## src/rtl/prbs_pkg.sv

```systemverilog
`default_nettype none
// +----------------------------------------------------------------------+
// | prbs_pkg                                                             |
// | Mode encodings, polynomial lookup and W-step LFSR advance function.  |
// | Rev 1.0                                                              |
// +----------------------------------------------------------------------+
package prbs_pkg;

   localparam logic [2:0] c_MODE_PRBS7  = 3'd0;
   localparam logic [2:0] c_MODE_PRBS9  = 3'd1;
   localparam logic [2:0] c_MODE_PRBS15 = 3'd2;
   localparam logic [2:0] c_MODE_PRBS23 = 3'd3;
   localparam logic [2:0] c_MODE_PRBS31 = 3'd4;

   typedef enum logic [0:0] {
      ST_UNLOCKED = 1'b0,
      ST_LOCKED   = 1'b1
   } chk_state_t;

   typedef struct packed {
      logic [30:0] state;
      logic [31:0] out;
      logic [31:0] fb;
   } prbs_adv_t;

   function automatic logic [4:0] prbs_len(input logic [2:0] mode);
      case (mode)
         c_MODE_PRBS9:  return 5'd9;
         c_MODE_PRBS15: return 5'd15;
         c_MODE_PRBS23: return 5'd23;
         c_MODE_PRBS31: return 5'd31;
         default:       return 5'd7;
      endcase
   endfunction

   function automatic logic [4:0] prbs_tap(input logic [2:0] mode);
      case (mode)
         c_MODE_PRBS9:  return 5'd5;
         c_MODE_PRBS15: return 5'd14;
         c_MODE_PRBS23: return 5'd18;
         c_MODE_PRBS31: return 5'd28;
         default:       return 5'd6;
      endcase
   endfunction

   function automatic logic [30:0] prbs_mask(input logic [4:0] len);
      logic [30:0] m;
      m = '0;
      for (int i = 0; i < 31; i++) begin
         if (i < int'(len)) m[i] = 1'b1;
      end
      return m;
   endfunction

   // out collects r[N-1] per step (generator view); fb collects the feedback
   // bit, which is the prediction of the next bit when the state holds history.
   function automatic prbs_adv_t prbs_advance(
      input logic [30:0] state,
      input logic [4:0]  len,
      input logic [4:0]  tap,
      input int          steps,
      input logic [31:0] ext,
      input logic        use_ext
   );
      prbs_adv_t   r;
      logic [30:0] st;
      logic        ob;
      logic        fbb;
      logic        ib;
      st    = state;
      r.out = '0;
      r.fb  = '0;
      for (int i = 0; i < 32; i++) begin
         if (i < steps) begin
            ob    = st[len - 5'd1];
            fbb   = ob ^ st[tap - 5'd1];
            ib    = use_ext ? ext[steps - 1 - i] : fbb;
            st    = {st[29:0], ib} & prbs_mask(len);
            r.out = {r.out[30:0], ob};
            r.fb  = {r.fb[30:0], fbb};
         end
      end
      r.state = st;
      return r;
   endfunction

endpackage
`default_nettype wire

```

## src/rtl/prbs_lfsr_step.sv

```systemverilog
`default_nettype none
// +----------------------------------------------------------------------+
// | prbs_lfsr_step                                                       |
// | Combinational W-step advance of a 31-bit LFSR with selectable taps.  |
// | Rev 1.0                                                              |
// +----------------------------------------------------------------------+
module prbs_lfsr_step
   import prbs_pkg::*;
#(
   parameter int W = 8
) (
   input  logic [30:0]  state_i,
   input  logic [4:0]   len_i,
   input  logic [4:0]   tap_i,
   input  logic [W-1:0] ext_i,
   input  logic         use_ext_i,
   output logic [30:0]  next_o,
   output logic [W-1:0] out_o,
   output logic [W-1:0] fb_o
);

   prbs_adv_t w_adv;
   logic      w_unused_hi;

   always_comb begin
      w_adv = prbs_advance(state_i, len_i, tap_i, W, 32'(ext_i), use_ext_i);
   end

   assign next_o      = w_adv.state;
   assign out_o       = w_adv.out[W-1:0];
   assign fb_o        = w_adv.fb[W-1:0];
   assign w_unused_hi = ^{w_adv.out, w_adv.fb};

endmodule
`default_nettype wire

```

## config.mk

```make
export PLATFORM = sky130hd
export DESIGN_NAME = prbs_lfsr_step
export DESIGN_NICKNAME = d
export VERILOG_FILES = /design/src/rtl/prbs_pkg.sv /design/src/rtl/prbs_lfsr_step.sv
export SDC_FILE = /design/constraint.sdc
export NUM_CORES = 1
export LEC_CHECK = 0
export CORE_AREA = 2 2 148 150
export DETAILED_ROUTE_END_ITERATION = 10
export DIE_AREA = 0 0 150 152
export PLACE_DENSITY = 0.62
export RECOVER_POWER = 100
export SYNTH_ARGS = -nofsm -noshare
export SYNTH_HDL_FRONTEND = slang
export SYNTH_SLANG_ARGS = --single-unit
export TNS_END_PERCENT = 10
```

## constraint.sdc

```tcl
create_clock -name vclk -period 50.2
set_input_delay 15.06 -clock vclk [all_inputs]
set_output_delay 15.06 -clock vclk [all_outputs]
set_load 0.1 [all_outputs]
```

Word level (Yosys, flattened, before mapping)

Index checks and enable logic that the tools add are counted.
Widths: inputs -> output; s select.

Register bits: 0
Bits of input ports: 50
Logic and storage cells: 122

Add/sub/neg operators: 2
Order comparisons: 33
Muxes and demuxes: 71
Bitwise operators: 16

Operators with widths:

| cell                | number |
|---|---|
| $and 31x31->31      | 8 |
| $bmux 1 s5          | 16 |
| $lt 5x5->1 const A  | 15 |
| $mux 1              | 55 |
| $lt 4x5->1 const A  | 8 |
| $lt 3x5->1 const A  | 4 |
| $lt 5x6->1 const B  | 2 |
| $lt 1x5->1 const A  | 2 |
| $lt 2x5->1 const A  | 2 |
| $sub 5x1->5 const B | 2 |
| $xor 1x1->1         | 8 |

Logic depth before layout (Yosys ltp)

Word-level depth: 41
Depth in mapped cells: 32
Gate-level depth less buffers: 24

Worst setup path after synthesis

Ideal clock, no wire load.

Path kind: input to output
Start point: in len_i[0]
End point: out next_o[0]
Arrival: 27.033 ns
Required time: 35.140 ns
Path slack: 8.107 ns
Stages: 31
Buffers on the path: 8
Cells stage by stage: buf_4 > buf_2 > buf_2 > inv_1 > clkbuf_1 > buf_1 > clkbuf_1 > ha_1 > buf_2 > buf_2 > mux4_2 > mux4_2 > mux2i_2 > xor2_2 > o311a_1 > o21ai_2 > xnor2_4 > inv_4 > o211a_1 > o31a_1 > nor2_2 > xor2_2 > a221o_2 > nand2_1 > o32a_1 > a311oi_2 > xnor2_1 > o211ai_1 > nor2_1 > mux2_4 > nor2_1

Longest elaborated chain between the ends: 41
Elaborated cells on any way between the ends: 117
Those cells by class: add/sub (1); order compare (31); mux (69); bitwise (16)

Ends and longest elaborated chain:

| item                           | line                           | source |
|---|---|---|
| start, declared                | prbs_lfsr_step.sv:13           | `input logic [4:0] len_i,` |
| $sub 5x1->5 *                  | prbs_pkg.sv:75                 | `ob = st[len - 5'd1];` |
| $bmux 1 s5 *                   | prbs_pkg.sv:75                 |  |
| $mux 1 (not written as such) * | prbs_pkg.sv:75                 |  |
| $xor 1x1->1 *                  | prbs_pkg.sv:76                 | `fbb = ob ^ st[tap - 5'd1];` |
| via fb_o[7]                    | prbs_lfsr_step.sv:19           | `output logic [W-1:0] fb_o` |
| $mux 1 *                       | prbs_pkg.sv:77                 | `ib = use_ext ? ext[steps - 1 - i] : fbb;` |
| $and 31x31->31 *               | prbs_pkg.sv:78                 | `st = {st[29:0], ib} & prbs_mask(len);` |
| $bmux 1 s5 (on tied branches)  | prbs_pkg.sv:75, prbs_pkg.sv:76 |  |
| [2 not listed]                 | --                             |  |
| via fb_o[6]                    | prbs_lfsr_step.sv:19           |  |
| [9 not listed]                 | --                             |  |
| via out_o[4]                   | prbs_lfsr_step.sv:18           | `output logic [W-1:0] out_o,` |
| [1 not listed]                 | --                             |  |
| via fb_o[4]                    | prbs_lfsr_step.sv:19           |  |
| [15 not listed]                | --                             |  |
| $mux 1                         | prbs_pkg.sv:77                 |  |
| $and 31x31->31 *               | prbs_pkg.sv:78                 |  |
| $bmux 1 s5 *                   | prbs_pkg.sv:75                 |  |
| $mux 1 (not written as such) * | prbs_pkg.sv:75                 |  |
| via out_o[0]                   | prbs_lfsr_step.sv:18           |  |
| $xor 1x1->1 *                  | prbs_pkg.sv:76                 |  |
| $mux 1 *                       | prbs_pkg.sv:77                 |  |
| $and 31x31->31 *               | prbs_pkg.sv:78                 |  |
| end, declared                  | prbs_lfsr_step.sv:17           | `output logic [30:0] next_o,` |

Mark *: on every way through the listed nets, which the timed path passes. The rest lies on a longest branch. The select of a mux whose other input is x is not followed.

Worst setup path after layout

Start point: in len_i[0]
End point: out next_o[0]

Longest elaborated chain between the ends: 41
Elaborated cells on any way between the ends: 117
Those cells by class: add/sub (1); order compare (31); mux (69); bitwise (16)

Ends and longest elaborated chain:

| item                          | line |
|---|---|
| $sub 5x1->5                   | prbs_pkg.sv:75 |
| $bmux 1 s5                    | prbs_pkg.sv:75 |
| $mux 1 (not written as such)  | prbs_pkg.sv:75 |
| $xor 1x1->1                   | prbs_pkg.sv:76 |
| $mux 1                        | prbs_pkg.sv:77 |
| $and 31x31->31                | prbs_pkg.sv:78 |
| $bmux 1 s5 (on tied branches) | prbs_pkg.sv:75, prbs_pkg.sv:76 |
| $mux 1 (on tied branches)     | prbs_pkg.sv:75, prbs_pkg.sv:76 |
| [25 not listed]               | -- |
| $xor 1x1->1                   | prbs_pkg.sv:76 |
| $mux 1                        | prbs_pkg.sv:77 |
| $and 31x31->31                | prbs_pkg.sv:78 |
| $bmux 1 s5 (on tied branches) | prbs_pkg.sv:75, prbs_pkg.sv:76 |
| $mux 1 (on tied branches)     | prbs_pkg.sv:75, prbs_pkg.sv:76 |
| $xor 1x1->1                   | prbs_pkg.sv:76 |
| $mux 1                        | prbs_pkg.sv:77 |
| $and 31x31->31 *              | prbs_pkg.sv:78 |

Mark *: on every way between the ends. The rest lies on a longest branch, timed or not. The select of a mux whose other input is x is not followed.

==> reports/metrics.yaml <==
seq_cells: 0
p_int_uw: 49.0
yosys-top-cells-count: "nand2_1 (183), nor2_1 (109), o21ai_0 (106)"
grt_util_all_layers_pct: 35.7
syn2layout_area_growth_pct: 14.2
worstPathCellList: "buf_4 -> clkbuf_1 -> nor2_1 -> o21a_1 -> nor2_1 -> nand2_1 -> a311o_1 -> a31oi_1 -> a221oi_2 -> xnor2_4 -> a21oi_2 -> a311oi_1 -> nor2_2 -> xor2_2 -> o211ai_1 -> nand2_1 -> o32a_1 -> a311oi_2 -> xnor2_1 -> o211ai_1 -> and2_1 -> mux2_4 -> nor2_1 -> dlygate4sd3_1"
via_count: 11000
cpMostUsedCell: "nor2_1"
io_pins: 97
grt_pass1_vias: 9874
die-area_um2: 22800
avgSynthCellArea_um2: 5.96
min_period_over_period_pct: 82.8
pwr-share-seq_pct: 0
layout_setup_ws_ns: 8.62
arrival_ns: 26.52
place_inst: 1496
layout-drive-gt1-share_pct: 8.47
rsz0062_at_grt: "false"
synth_area_leader_cell: "nand2_1"
core-area_um2: 21400
start_util_pct: 34.3
layout.nets: 1271
critPathKind: "input pin to output port"
outcome: "finished, violations left"
diodes: 0
seq_area_frac_synth_pct: 0
yosysMostFrequentCell: "nand2_1"
end_kind: "output port"
grt_max_degree: 83
postCtsResizedCells: 0
relSlewSlack_pct: -159
failed_checks: "max-capacitance violations, max-slew violations"
finalMaxSlewViolations: 83
final_antenna_net_count: 0
fp.dieW_um: 150
grt-ovfl-total: 0
syn-instance-count: 1229
drcViolationCount: 0
post_cts_buffers: 0
whs_ns: 31.53
seqCellArea_um2: 0
synth_nets: 1282
clock_buffers: 0
synth.top_cells.by_area: "nand2_1 (9.4%), o21ai_0 (7.2%), mux4_2 (6.5%)"
peakVddDrop_mv: 0.0122
worstMarginPinSlew_ns: 3.89
slowest_delay_ns: 2.79
num_rows: 54
cts_hold_buf: 0
grt_first_pass_wirelength_um: 63500
switching_share_pct: 73.7
finalPower_uw: 186
setup_viol: 0
yosys_warnings: 0
avgRoutedWirePerCell_um: 28.6
p_leak_nw: 2.88
drt_iter0_drc: 1837
worstSetupStartpointType: "input pin"
antenna_found_initial: 0
synth_top_area_share_pct: 9.38
first_pass_iters: 8
die_y_um: 152
dp_slack_ns: 11.42
fin_crit_ns: 41.58
drv_cap: 1
p_switching_uw: 137
vias_per_cell: 7.37
wl_um: 42800
fmax_mhz: 24.0
hold_viol_final: 0
synth_area_um2: 7330
final.setup.tns_ns: 0
design_area_um2: 8370
post-dp-hpwl_um: 29600
required_ns: 35.14
finalNonFillerCells: 1496
postLayoutCoreUtil_pct: 39.2
hold_path.class: "input pin to output port"
clkPwrFrac_pct: 0
placed_area_um2: 8370
power_density_nw_per_um2: 22.3
crit_fanout: 82
cp_slowest_cell: "clkbuf_1"
numPortBuffers: 97
gp_congestion: 1.03
synthDistinctLibCells: 94
p_comb_share_pct: 100.0
-- metal layers --
layer | vias up | wire (um) | GRT usage (%)
li1 | 4698 | - | -
met3 | 248 | 5760 | 7.03
met5 | - | 0 | 0
met4 | 0 | 3540 | 21.0
met1 | 5029 | 15500 | 47.3
met2 | 1057 | 18000 | 53.3
-- critical path, delay by kind of cell --
family	cells	cell delay, ns
simple gates	7	2.36
xor+xnor	3	0.83
buf+inv	3	4.45
compound gates	10	3.50
mux	1	0.26
-- cell usage in the layout (no fill, tap or decap), types with 7 or more instances in the layout --
| master | netlist | routed |
|---|---|---|
| nand2_1 | 183 | 183 |
| nor2_1 | 109 | 109 |
| o21ai_0 | 106 | 106 |
| a21oi_1 | 88 | 88 |
| nand3_1 | 68 | 68 |
| nor3_1 | 49 | 49 |
| clkdlybuf4s50_1 | 0 | 46 |
| dlygate4sd3_1 | 0 | 46 |
| buf_4 | 2 | 39 |
| a31oi_1 | 35 | 35 |
| o22ai_1 | 25 | 25 |
| nand4_1 | 23 | 23 |
| mux4_2 | 21 | 21 |
| and2_1 | 20 | 20 |
| mux2i_1 | 19 | 19 |
| o211ai_1 | 19 | 19 |
| a311oi_1 | 18 | 18 |
| a211oi_1 | 18 | 18 |
| and3_1 | 17 | 17 |
| inv_1 | 15 | 15 |
| o221ai_1 | 15 | 15 |
| o311ai_0 | 13 | 13 |
| or3_1 | 12 | 12 |
| o31ai_1 | 11 | 11 |
| a32oi_1 | 11 | 11 |
| o31a_1 | 9 | 9 |
| nand2b_1 | 8 | 8 |
| o21a_1 | 8 | 8 |
| o32ai_1 | 8 | 8 |
| a221oi_1 | 8 | 8 |
| xnor2_1 | 10 | 7 |
| nor2b_1 | 7 | 7 |
| a22oi_1 | 7 | 7 |
-- path summary, 6_finish.rpt --
path / slack [ns] / startpoint / depth (start not counted) / endpoint
max: 8.62 / len_i[0] / 24 / next_o[0]
min: 31.53 / len_i[4] / 4 / next_o[25]
-- power by group through the flow --
stage	combinational (mW)	sequential [mW]	clock, mW
6_report	0.186	0	0
5_1_grt	0.194	0	0
4_1_cts	0.184	0	0
3_5_place_dp	0.184	0	0
3_3_place_gp	0.185	0	0
2_1_floorplan	0.133	0	0
-- cell type report --
type,count,area [um2]
fill,2373,13000
timing repair buffer,135,1230
tap,280,350
inverter,21,81.3
multi-input combinational,1060,6700
-- cell families (layout without fill, tap and decap cells) --
logic type / count (synthesis) / after routing / share of synthesized area, %
buffers and inverters: 169 / 156 / 9.21
xor gates and xnor gates: 17 / 17 / 2.70
adders and majority gates: 3 / 3 / 0.512
muxes: 44 / 44 / 9.75
and+or+nand+nor: 516 / 516 / 32.6
AOI/OAI and AO/OA: 480 / 480 / 45.3
Power figures use the tool's default switching activity.
